## src/rtl/plic_multi_context_claim_complete.sv

```systemverilog
// PLIC claim/complete unit: per-context priority arbitration, claim on read,
// complete on write, with a shared in-service mask across all hart contexts.
module plic_multi_context_claim_complete #(
  parameter int          N_INTERRUPTS = 32,
  parameter int          N_CONTEXTS   = 2,
  parameter int          PRIO_W       = 3,
  parameter int          ID_W         = 5,
  parameter logic [31:0] BASE_ADDR    = 32'h0000_0200
) (
  input  logic                             clk,
  input  logic                             n_rst,
  input  logic [N_INTERRUPTS-1:0]          pending,
  input  logic [N_INTERRUPTS*PRIO_W-1:0]   priority_flat,
  input  logic [N_CONTEXTS*N_INTERRUPTS-1:0] enable_flat,
  input  logic [N_CONTEXTS*PRIO_W-1:0]     threshold_flat,
  input  logic [31:0]                      addr,
  input  logic                             wen,
  input  logic                             ren,
  input  logic [31:0]                      wdata,
  output logic [31:0]                      rdata,
  output logic                             addr_valid,
  output logic [N_CONTEXTS-1:0]            irq,
  output logic [N_INTERRUPTS-1:0]          claim_pulse,
  output logic [N_INTERRUPTS-1:0]          complete_pulse,
  output logic [N_CONTEXTS-1:0]            complete_err
);

  localparam logic [0:0] ST_IDLE    = 1'b0;
  localparam logic [0:0] ST_CLAIMED = 1'b1;

  logic [N_CONTEXTS-1:0]      ctx_hit;
  logic [N_CONTEXTS-1:0]      ctx_rd;
  logic [N_CONTEXTS-1:0]      ctx_claim;
  logic [N_CONTEXTS-1:0]      ctx_complete;
  logic [N_CONTEXTS-1:0]      ctx_err;
  logic [N_CONTEXTS-1:0]      hit_prev_reg;
  logic [N_CONTEXTS*ID_W-1:0] best_id_flat;
  logic [N_CONTEXTS*ID_W-1:0] owned_id_flat;

  logic [N_INTERRUPTS-1:0] in_service_reg;
  logic [N_INTERRUPTS-1:0] in_service_next;
  logic [N_INTERRUPTS-1:0] claim_vec;
  logic [N_INTERRUPTS-1:0] complete_vec;
  logic [N_INTERRUPTS-1:0] claim_pulse_reg;
  logic [N_INTERRUPTS-1:0] complete_pulse_reg;
  logic [N_CONTEXTS-1:0]   complete_err_reg;

  logic unused_top;
  assign unused_top = &{1'b0, addr[1:0], wdata[31:ID_W], pending[0],
                        priority_flat[PRIO_W-1:0]};

  generate
    for (genvar gi = 0; gi < N_CONTEXTS; gi++) begin : g_ctx
      localparam logic [31:0] CTX_ADDR = BASE_ADDR + 32'(4 * gi);

      logic [0:0]        state_reg;
      logic [ID_W-1:0]   owned_id_reg;
      logic [ID_W-1:0]   best_id_reg;
      logic [PRIO_W-1:0] best_prio_reg;
      logic [ID_W-1:0]   win_id;
      logic [PRIO_W-1:0] win_prio;
      logic              unused_ctx;

      assign unused_ctx = &{1'b0, enable_flat[gi*N_INTERRUPTS], best_prio_reg};

      // Byte offsets alias to the word, so only addr[31:2] takes part in the match.
      assign ctx_hit[gi] = (addr[31:2] == CTX_ADDR[31:2]);

      // A claim needs a fresh read on this word; a write in the same cycle wins.
      assign ctx_claim[gi]    = ctx_hit[gi] & ren & ~wen & ~hit_prev_reg[gi] &
                                (state_reg == ST_IDLE) & (best_id_reg != '0);
      assign ctx_complete[gi] = ctx_hit[gi] & wen & (state_reg == ST_CLAIMED) &
                                (wdata[ID_W-1:0] == owned_id_reg);
      assign ctx_err[gi]      = ctx_hit[gi] & wen & ~ctx_complete[gi];
      assign ctx_rd[gi]       = ctx_hit[gi] & ren & ~wen & (state_reg == ST_IDLE);
      assign irq[gi]          = (state_reg == ST_IDLE) & (best_id_reg != '0);

      assign best_id_flat[gi*ID_W +: ID_W]  = best_id_reg;
      assign owned_id_flat[gi*ID_W +: ID_W] = owned_id_reg;

      // Ascending scan with strict '>' keeps the lowest ID on a priority tie;
      // starting from the threshold enforces priority > threshold.
      always_comb begin
        win_id   = '0;
        win_prio = threshold_flat[gi*PRIO_W +: PRIO_W];
        for (int i = 1; i < N_INTERRUPTS; i++) begin
          if (pending[i] && enable_flat[gi*N_INTERRUPTS + i] && !in_service_next[i] &&
              (priority_flat[i*PRIO_W +: PRIO_W] > win_prio)) begin
            win_id   = ID_W'(i);
            win_prio = priority_flat[i*PRIO_W +: PRIO_W];
          end
        end
        if (win_id == '0) begin
          win_prio = '0;
        end
      end

      always_ff @(posedge clk or negedge n_rst) begin
        if (!n_rst) begin
          state_reg     <= ST_IDLE;
          owned_id_reg  <= '0;
          best_id_reg   <= '0;
          best_prio_reg <= '0;
        end else begin
          best_id_reg   <= win_id;
          best_prio_reg <= win_prio;
          if (ctx_claim[gi]) begin
            state_reg    <= ST_CLAIMED;
            owned_id_reg <= best_id_reg;
          end else if (ctx_complete[gi]) begin
            state_reg <= ST_IDLE;
          end
        end
      end
    end
  endgenerate

  assign addr_valid = |ctx_hit;

  // Arbitration uses the post-claim mask so a just-claimed ID never reaches
  // another context's best_id, even for one cycle.
  always_comb begin
    claim_vec    = '0;
    complete_vec = '0;
    for (int c = 0; c < N_CONTEXTS; c++) begin
      if (ctx_claim[c]) begin
        claim_vec[best_id_flat[c*ID_W +: ID_W]] = 1'b1;
      end
      if (ctx_complete[c]) begin
        complete_vec[owned_id_flat[c*ID_W +: ID_W]] = 1'b1;
      end
    end
    in_service_next = (in_service_reg | claim_vec) & ~complete_vec;
  end

  always_comb begin
    rdata = '0;
    for (int c = 0; c < N_CONTEXTS; c++) begin
      if (ctx_rd[c]) begin
        rdata = rdata | 32'(best_id_flat[c*ID_W +: ID_W]);
      end
    end
  end

  always_ff @(posedge clk or negedge n_rst) begin
    if (!n_rst) begin
      in_service_reg     <= '0;
      hit_prev_reg       <= '0;
      claim_pulse_reg    <= '0;
      complete_pulse_reg <= '0;
      complete_err_reg   <= '0;
    end else begin
      in_service_reg     <= in_service_next;
      hit_prev_reg       <= ctx_hit & {N_CONTEXTS{ren}};
      claim_pulse_reg    <= claim_vec;
      complete_pulse_reg <= complete_vec;
      complete_err_reg   <= ctx_err;
    end
  end

  assign claim_pulse    = claim_pulse_reg;
  assign complete_pulse = complete_pulse_reg;
  assign complete_err   = complete_err_reg;

endmodule

```

## config.mk

```make
export PLATFORM = sky130hd
export DESIGN_NAME = plic_multi_context_claim_complete
export DESIGN_NICKNAME = d
export VERILOG_FILES = /design/src/rtl/plic_multi_context_claim_complete.sv
export SDC_FILE = /design/constraint.sdc
export NUM_CORES = 1
export LEC_CHECK = 0
export CORE_AREA = 2 2 157 190
export DETAILED_ROUTE_END_ITERATION = 6
export DIE_AREA = 0 0 159 192
export HOLD_SLACK_MARGIN = 0.08
export PLACE_DENSITY_LB_ADDON = 0.15
export RECOVER_POWER = 100
export SETUP_SLACK_MARGIN = 0.4
export SYNTH_ARGS = -nofsm -noshare
export SYNTH_HDL_FRONTEND = slang
export SYNTH_SLANG_ARGS = --single-unit
```

## constraint.sdc

```tcl
create_clock -name clk -period 59.9 [get_ports clk]
set_clock_uncertainty 0.1 [all_clocks]
set_input_delay 14.975 -clock clk [delete_from_list [all_inputs] [get_ports clk]]
set_output_delay 14.975 -clock clk [all_outputs]
set_load 0.01 [all_outputs]
```

## Word level (Yosys, flattened, before mapping)

Index checks and enable logic that the tools add are counted.

| operators by class | value |
|---|---|
| bitwise operators | 36 |
| muxes and demuxes | 140 |
| equal/unequal tests | 4 |
| order comparisons | 70 |
| reduce and logical (&&, ||, !) cells | 226 |

Operator list:

| kind | count |
|---|---|
| $mux 5 | 57 |
| $logic_and 1x1->1 | 190 |
| $gt 3x3->1 | 62 |
| $mux 3 | 62 |
| $mux 32 | 5 |
| $or 32x32->32 | 3 |
| $eq 30x8->1 const B | 2 |
| $and 32x32->32 | 1 |
| $not 32->32 | 1 |
| $or 32x5->32 | 1 |
| $logic_not 1->1 | 31 |
| $lt 5x6->1 const B | 4 |
| $and 1x1->1 | 22 |
| $demux 1 s5 | 4 |
| $ge 5x1->1 const B | 4 |
| $eq 5x5->1 | 2 |
| $mux 1 | 10 |
| $reduce_bool 5->1 | 2 |
| $not 1->1 | 7 |
| $mux 2 | 2 |
| $reduce_bool 2->1 | 2 |
| $and 2x2->2 | 1 |
| $reduce_or 2->1 | 1 |

| storage, ports and cells | value |
|---|---|
| word-level logic and storage cells | 487 |
| register bits | 122 |
| input port bits | 266 |

## Depth between registers and ports, before layout

Gate-level depths: netlist of the first run.

| depth | value |
|---|---|
| depth in word-level cells | 105 |
| depth in mapped cells | 220 |
| depth with buffers taken out | 218 |

## Least setup slack after synthesis of the first run

OpenSTA, ideal clock, no wires.

| timing | value |
|---|---|
| path type | input-to-reg |
| from | input port addr[19] |
| to | register g_ctx[1].best_id_reg[3] |
| cell stages on the path | 213 |
| buffers on the path | 6 |
| required time | 59.666 ns |
| path slack | 5.308 ns |
| arrival time | 54.358 ns |
| library setup time | 0.134 ns |
| cell sequence | nor4_1 > and4_1 > buf_2 > nand2_1 > buf_6 > inv_4 > buf_6 > nand3_1 > nand2_1 > mux2_2 > ha_1 > nor2_1 > maj3_1 > a21oi_1 > or3_1 > mux2_2 > ha_1 > nor3_1 > [177 not listed] > o21ai_0 > nand2_1 > o21a_1 > mux2_4 > ha_1 > inv_1 > a21o_1 > a21oi_1 > or3_1 > buf_1 > mux2_2 > ha_1 > nor2b_1 > o21a_1 > o2111ai_1 > nand2_1 > nor4_1 > nand2_1 |

| on the way | value |
|---|---|
| cells in the longest elaborated chain, start to end | 105 |
| elaborated cells between the ends (all ways) | 209 |

Ends and longest elaborated chain:

| item | line | RTL |
|---|---|---|
| from (decl) | 16 | `input logic [31:0] addr,` |
| $eq 30x8->1 | 67 | `assign ctx_hit[gi] = (addr[31:2] == CTX_ADDR[31:2]);` |
| $and 1x1->1 (4 in a row) | 70 | `assign ctx_claim[gi] = ctx_hit[gi] & ren & ~wen & ~hit_prev_reg[gi] &` |
| $and 1x1->1 | 71 | `(state_reg == ST_IDLE) & (best_id_reg != '0);` |
| $mux 32 | 126 | `if (ctx_claim[c]) begin` |
| $or 32x32->32 (no line) | n/a |  |
| $mux 32 | 126 |  |
| $or 32x32->32 | 133 | `in_service_next = (in_service_reg \| claim_vec) & ~complete_vec;` |
| $and 32x32->32 (*) | 133 |  |
| [87 not listed] | n/a |  |
| $mux 3 | 87 | `if (pending[i] && enable_flat[gi*N_INTERRUPTS + i] && !in_service_next[i] &&` |
| $gt 3x3->1 | 88 | `(priority_flat[i*PRIO_W +: PRIO_W] > win_prio)) begin` |
| $logic_and 1x1->1 | 87 |  |
| $mux 3 | 87 |  |
| $gt 3x3->1 | 88 |  |
| $logic_and 1x1->1 | 87 |  |
| $mux 5 (*) | 87 |  |
| net g_ctx[1].win_id[3] | 60 | `logic [ID_W-1:0] win_id;` |
| to (signal assigned) | 105 | `best_id_reg <= win_id;` |
| to (decl) | 58 | `logic [ID_W-1:0] best_id_reg;` |

The timed path passes the listed nets; every way through them passes the cells marked *.
A chain may end at the register's enable or synchronous reset.

## Worst setup path after layout of the first run

| timing | value |
|---|---|
| from | input port wdata[4] |
| to | register g_ctx[1].best_id_reg[3] |

| on the way | value |
|---|---|
| cells in the longest elaborated chain, start to end | 101 |
| elaborated cells between the ends (all ways) | 191 |

Ends and longest elaborated chain:

| item | line | RTL |
|---|---|---|
| from (decl) | 19 | `input logic [31:0] wdata,` |
| $eq 5x5->1 | 73 | `(wdata[ID_W-1:0] == owned_id_reg);` |
| $and 1x1->1 | 72 | `assign ctx_complete[gi] = ctx_hit[gi] & wen & (state_reg == ST_CLAIMED) &` |
| $mux 32 | 129 | `if (ctx_complete[c]) begin` |
| $or 32x32->32 (no line) | n/a |  |
| $mux 32 (*) | 129 |  |
| $not 32->32 (*) | 133 |  |
| $and 32x32->32 (*) | 133 |  |
| $logic_not 1->1 | 87 |  |
| [86 not listed] | n/a |  |
| $mux 3 | 87 |  |
| $gt 3x3->1 | 88 |  |
| $logic_and 1x1->1 | 87 |  |
| $mux 3 | 87 |  |
| $gt 3x3->1 | 88 |  |
| $logic_and 1x1->1 | 87 |  |
| $mux 5 (*) | 87 |  |
| net g_ctx[1].win_id[3] | 60 |  |

Marked as above.

==> results of run 1 <==
-- stage by stage --
stage                     instance area, µm²  setup slack (ps)    util  hold slack [ps]
final                                  19610              2549  0.6859            399.2
after floorplan                        15630              5308       -            349.3
after CTS                              19330              1128  0.6763            399.6
after global placement                 18790              1386  0.6573            362.9
after detailed placement               18790             874.3  0.6573            389.8
after global routing                   19610             144.2  0.6859            458.8
-- worst register-to-register path: cells and delay by family, from the launching register on --
kind	cells	cell delay [ps]
compound gates	79	15650
simple gates	80	13150
fa+ha+maj	37	10650
mux	6	1990
buf+inv	8	920
flops	1	560
-- layout make-up --
| class | count | area (µm²) | share of cell area |
|---|---|---|---|
| timing repair buffer | 338 | 3278 | 0.1672 |
| sequential | 121 | 3028 | 0.1544 |
| inverter | 123 | 464.2 | 0.02367 |
| multi-input combinational | 1752 | 11810 | 0.6024 |
| tap | 385 | 481.7 | 0.02457 |
| clock buffer | 18 | 429.2 | 0.02189 |
| clock inverter | 14 | 115.1 | 0.005871 |
-- where the power goes --
part / internal (mW) / leakage, nW / switching (mW) / total [mW]
Combinational: 0.108 / 6.70 / 0.145 / 0.252
Clock: 0.0537 / 0.258 / 0.0406 / 0.0944
Sequential: 0.0852 / 1.65 / 0.0124 / 0.0976
Total: 0.247 / 8.60 / 0.198 / 0.444
-- cells by family (layout without fill, tap and decap cells) --
logic type,Yosys count,in the layout,share of synthesized area
AO/OA/AOI/OAI,650,650,0.3188
XOR/XNOR,10,10,0.006123
adder cells (fa/ha/maj),90,90,0.07008
buffers and inverters,211,493,0.06654
flip-flops,121,121,0.1949
multiplexers,29,29,0.02119
other,1,28,0.0002414
AND/OR/NAND/NOR,945,945,0.3221
-- synthesized netlist by cell type (13+ instances only) --
master,instances,area share
a211oi_1,20,0.0097
a21o_1,21,0.010
a21oi_1,90,0.029
a31oi_1,36,0.015
and2_1,36,0.015
and3_1,52,0.021
buf_2,13,0.0042
buf_4,32,0.015
clkbuf_1,24,0.0058
dfrtp_1,121,0.19
ha_1,74,0.060
inv_1,122,0.029
maj3_1,14,0.0090
mux2_2,18,0.013
nand2_1,219,0.053
nand2b_1,20,0.0081
nand3_1,80,0.026
nand4_1,37,0.015
nor2_1,230,0.056
nor2b_1,28,0.011
nor3_1,61,0.020
nor3b_1,14,0.0068
nor4_1,28,0.011
o211a_1,13,0.0084
o211ai_1,27,0.013
o21a_1,22,0.011
o21ai_0,100,0.032
o21bai_1,20,0.0097
o22ai_1,53,0.021
o31ai_1,27,0.013
or2_2,17,0.0068
or3_1,25,0.010
-- routing by layer --
layer | GRT usage | wire, µm
met1 | 0.4142 | 21920
met2 | 0.6475 | 28330
met3 | 0.06867 | 4961
met4 | 0.1755 | 3020
met5 | 0 | 11
-- timing repair --
item | in CTS | in global routing
resized for setup | 0 | 77
setup buffers | 0 | 7
endpoints found under the setup margin | 0 | 10
-- layout by cell type (no fill, tap or decap), types with 10 or more instances in the layout --
cell,netlist,layout
clkdlybuf4s50_1,0,226
nor2_1,230,225
nand2_1,219,218
inv_1,122,122
dfrtp_1,121,121
o21ai_0,100,89
a21oi_1,90,82
nand3_1,80,79
dlygate4sd3_1,0,75
ha_1,74,74
nor3_1,61,57
o22ai_1,53,53
and3_1,52,51
nand4_1,37,38
a31oi_1,36,36
and2_1,36,34
nor4_1,28,29
buf_4,32,29
nor2b_1,28,28
conb_1,1,28
o211ai_1,27,27
or3_1,25,25
o31ai_1,27,25
o21a_1,22,21
a21o_1,21,21
nand2b_1,20,20
o21bai_1,20,20
a211oi_1,20,18
mux2_2,18,18
or2_2,17,17
clkbuf_16,0,17
o21ai_1,8,16
maj3_1,14,14
nor3b_1,14,13
o211a_1,13,13
a211oi_2,8,11
nand3b_1,10,10
o221ai_1,10,10
nor3_2,7,10
a21oi_2,2,10
-- worst paths after layout --
kind / slack (ps) / end / cells after the start
max: 2550 / g_ctx[1].best_id_reg[3] / 211
min: 400 / in_service_reg[30] / 2
max reg2reg: 16800 / g_ctx[1].best_id_reg[3] / 210
min reg2reg: 400 / in_service_reg[30] / 2
max in group asynchronous: 39790 / complete_pulse[28] / 2
min in group asynchronous: 15160 / complete_err[1] / 1
==> results.yml, run 1 <==
status:
  status: "complete, but fails checks"
  violations: "design-rule violations, max-capacitance violations, max-slew violations"
detailed_routing:
  dr_total_vias: 18005
  drt_first_pass_iters: 7
  drt_iter0_drc: 1694
  drc: 2
  drt.antenna.violating_nets: 0
  totalWireLength_um: 58240
  routedWlPerCell_um: 21.17
  detail_route.vias_per_cell: 6.545
place:
  io_buffer_count: 304
  gp_congestion: 1.008
  placed_cells: 2712
  hpwlAfterDp_um: 47470
clock_tree:
  clk_latency_ps: 430
  root_buffer: "clkbuf_16"
  cts_made_buffers: 17
  h-tree-depth: 4
  cts_tree: "built"
  ctsHoldBuffers: 0
  cts_max_path_buffers: 2
  cts.reportedPaths.clkPinSlew_ps: 60
  cts_sinks: 121
global_route:
  gr-usage-all-layers: 0.3611
  grt_pass1_vias: 16685
  overflow: 0
  grt_start_max_net_pins: 77
  grt_pass1_wl_um: 88310
  grt_antenna_before_repair: 1
timing:
  finalCritPeriodShare: 0.9574
  clock.fmax_mhz: 17.44
  period_minus_slack_ps: 57350
  worst_slew_pin_slew_ps: 3999
  hold_viol_final: 0
  setup_violations: 0
  slew_violations: 124
  relSlewSlack: -1.666
  finalSetupTns_ps: 0
  rsz0062_at_grt: "no"
floorplan:
  initial_core_util: 0.5433
  die_w_um: 159
  die_h_um: 192
  ioPinCount: 367
  coreArea_um2: 28590
  die_area_um2: 30530
  rows: 68
yosys:
  synth_edf_count: 0
  ys_types: 135
  synthFlopType: "dfrtp_1"
  ys_warn_count: 0
  ys_ff_latch: 121
  postSynthAreaPerCell_um2: 7.551
  synth_area_um2: 15530
  syn_inst: 2057
  synth_seq_area_share: 0.1949
  async_flop_share: 1.000
pwr:
  vdd.ir_drop.worst_v: 0.00002118
  power.density_nw_per_um2: 22.66
  p_leak_nw: 8.603
  total_power_mw: 0.4443
worst_hold_path:
  hp-start: "in_service_reg[30]"
  hold_path.class: "reg -> reg"
layout:
  num-fill-cells: 2545
  drive_gt1_frac: 0.1031
  synthToLayoutAreaGrowth_pct: 26.24
  diodes: 0
  final_nets: 2693
  layout.cells.non_filler: 2751
worst_setup_path:
  start_kind: "primary input"
  worst-path-max-fanout: 6
  critical_path.startpoint: "wdata[4]"
  cp_top_family: "compound AO/OA/AOI/OAI gates"
  critPathBufInv: 9
  cp.required_ps: 60100
  worstPathArrival_ps: 57550
  rr_startpoint: "g_ctx[1].owned_id_reg[2]"
  slowest_stage: "clkdlybuf4s50_1"
  critPathMaxStageDelay_ps: 560
  end_kind: "register"
  crit_type: "in -> reg"
job:
  maxCapViolations: 2
(Power assumes the default switching activity.)
==> run 2, diff against run 1 <==
- ABC_AREA: default -> 1
- CORE_AREA: 2 2 157 190 -> 2 2 148 179
- DIE_AREA: 0 0 159 192 -> 0 0 150 181
- PLACE_DENSITY_LB_ADDON: 0.15 -> 0.05
- SLEW_MARGIN: default -> 10
==> run 2 against run 1 <==
Net effect:
- the run ends with max-capacitance violations, max-slew violations left
- critical path depth up 3
- register-to-register slack improved by 6500 ps
- largest cell class unchanged
- utilization increased by 0.30 points
- sequential power shrank 5.8%
- flip-flop and latch count unchanged
- highest routed layer is now met4
- final cell count fell by 0.47%
==> results.yml, run 2 <==
detailed_routing:
  detail_route.vias_per_cell: 5.380
  routedWlPerCell_um: 15.41
  dr_total_vias: 14730
  drt_iter0_drc: 767
  drt_first_pass_iters: 7
  drt.antenna.violating_nets: 0
  totalWireLength_um: 42180
  drc: 0
layout:
  drive_gt1_frac: 0.1474
  diodes: 0
  synthToLayoutAreaGrowth_pct: 28.52
  final_common_cell: "nand2_1"
  regArea_um2: 3028
  multi_input_area_um2: 8935
  final_nets: 2736
  layout.cells.non_filler: 2738
  num-fill-cells: 2306
  layout_common_cells: "nand2_1, inv_1, clkdlybuf4s50_1"
worst_setup_path:
  end_kind: "register"
  start_kind: "primary input"
  worst-path-max-fanout: 8
  critPathMaxStageDelay_ps: 530
  cp_common_cell: "o21ai_0"
  crit_type: "in -> reg"
  worstPathArrival_ps: 51460
  cp.required_ps: 60080
  slowest_stage: "dlygate4sd3_1"
  ff2ff_setup_slack_ps: 23320
yosys:
  synth_top_area_frac: 0.2232
  synth_edf_count: 0
  ys_ff_latch: 121
  synth_area_leaders: "dfrtp_1, nand2_1, inv_1, nand3_1, ha_1"
  synthFlopType: "dfrtp_1"
  async_flop_share: 1.000
  syn_inst: 2076
  yosys.area.top_type: "dfrtp_1"
  synth_common_cells: "nand2_1, inv_1, nand3_1, o21ai_0, nand2_2"
  ys_types: 58
  synth_seq_area_share: 0.2232
  postSynthAreaPerCell_um2: 6.533
  synth.most_common_cell: "nand2_1"
  synth_area_um2: 13560
  ys_warn_count: 0
floorplan:
  rows: 64
  coreArea_um2: 25300
  die_area_um2: 27150
  ioPinCount: 367
  die_h_um: 181
  die_w_um: 150
  initial_core_util: 0.5360
timing:
  relSlewSlack: -1.215
  clock.fmax_mhz: 19.50
  hold_viol_final: 0
  worst_slew_pin_slew_ps: 3323
  finalSetupTns_ps: 0
  finalCritPeriodShare: 0.8560
  period_minus_slack_ps: 51270
  setup_violations: 0
  rsz0062_at_grt: "no"
  slew_violations: 124
clock_tree:
  cts_made_buffers: 17
  cts_setup_buffers: 0
  ctsHoldBuffers: 0
  root_buffer: "clkbuf_16"
  cts_tree: "built"
  clk_latency_ps: 430
  cts_max_path_buffers: 2
  cts_sinks: 121
  cts_resized: 0
  cts.reportedPaths.clkPinSlew_ps: 50
  h-tree-depth: 4
pwr:
  power.density_nw_per_um2: 27.27
  p_leak_nw: 9.553
  vdd.ir_drop.worst_v: 0.00001496
place:
  placed_cells: 2707
  io_buffer_count: 304
  gp_congestion: 0.9789
  hpwlAfterDp_um: 35850
global_route:
  grt_start_max_net_pins: 68
  grt_pass1_vias: 14169
  overflow: 0
  grt_antenna_before_repair: 1
  grt_pass1_wl_um: 67720
  gr-usage-all-layers: 0.3094
worst_hold_path:
  hold_path.class: "reg -> reg"
status:
  status: "complete, but fails checks"
  violations: "max-capacitance violations, max-slew violations"
job:
  maxCapViolations: 2
==> run 2: cell count changes after synthesis, moves of 62 or more <==
cell     before  now
inv_1       122  316
nand2_1     219  482
nand2_2       2  125
nand3_1      80  207
nand3_2       2   64
nor2_1      230  111
==> run 2: layer usage <==
layer	GRT usage	part of all wire
met5	0	0
met4	0.1038	0.031
met3	0.05556	0.068
met2	0.5549	0.50
met1	0.3687	0.40
==> run 2: critical path: cells and delay by family <==
kind	cells	cell delay, ps
compound gates	61	12180
fa+ha+maj	30	8650
buf+inv	17	1750
simple gates	106	13890
==> run 2: logic make-up (layout without fill, tap and decap cells) <==
kind of cell	after synthesis	count (layout)	synth area share
other cells	1	28	0.0002765
compound gates	337	337	0.1549
buf+inv	392	697	0.1172
simple gates	1151	1151	0.4362
fa+ha+maj	74	74	0.06827
flops	121	121	0.2232
==> run 2: worst paths after layout <==
check / start / end / cells past startpoint
min in group asynchronous: n_rst / claim_pulse[0] / 1
worst max-delay path: addr[8] / g_ctx[0].best_id_reg[2] / 214
worst min-delay path: in_service_reg[17] / in_service_reg[17] / 2
max in group asynchronous: n_rst / g_ctx[1].best_id_reg[2] / 2
worst max register to register: g_ctx[1].best_id_reg[0] / g_ctx[0].best_id_reg[2] / 209
worst min register to register: in_service_reg[17] / in_service_reg[17] / 2
==> run 2: area by class of cell <==
class | count | area share
multi-input combinational | 1590 | 0.5126
inverter | 361 | 0.07817
clock inverter | 8 | 0.009475
tap | 330 | 0.02369
clock buffer | 23 | 0.02799
sequential | 121 | 0.1737
timing repair buffer | 305 | 0.1744
==> run 2: power by group <==
part,internal (mW),switching (mW),total (mW)
logic,0.104,0.166,0.270
clock network,0.0777,0.0353,0.113
registers,0.0854,0.00658,0.0919
total,0.267,0.208,0.475
==> run 2: metrics by stage <==
step / instance area, µm² / power (mW) / hold slack [ps] / setup slack [ps] / utilization
2_1_floorplan: 13660 / 0.2980 / 352.9 / 13960 / -
3_3_place_gp: 16900 / 0.3544 / 375.4 / 10050 / 0.6678
3_5_place_dp: 16900 / 0.3628 / 382.9 / 9130 / 0.6678
4_1_cts: 17550 / 0.4765 / 411.9 / 9442 / 0.6936
5_1_grt: 17430 / 0.5172 / 427.5 / 4857 / 0.6889
6_report: 17430 / 0.4754 / 415.7 / 8625 / 0.6889
==> run 3, diff against run 2 <==
- ABC_CLOCK_PERIOD_IN_PS: default -> 59900
==> results of run 3 <==
The final DEF is identical to that of run 2; final timing and power are the same.
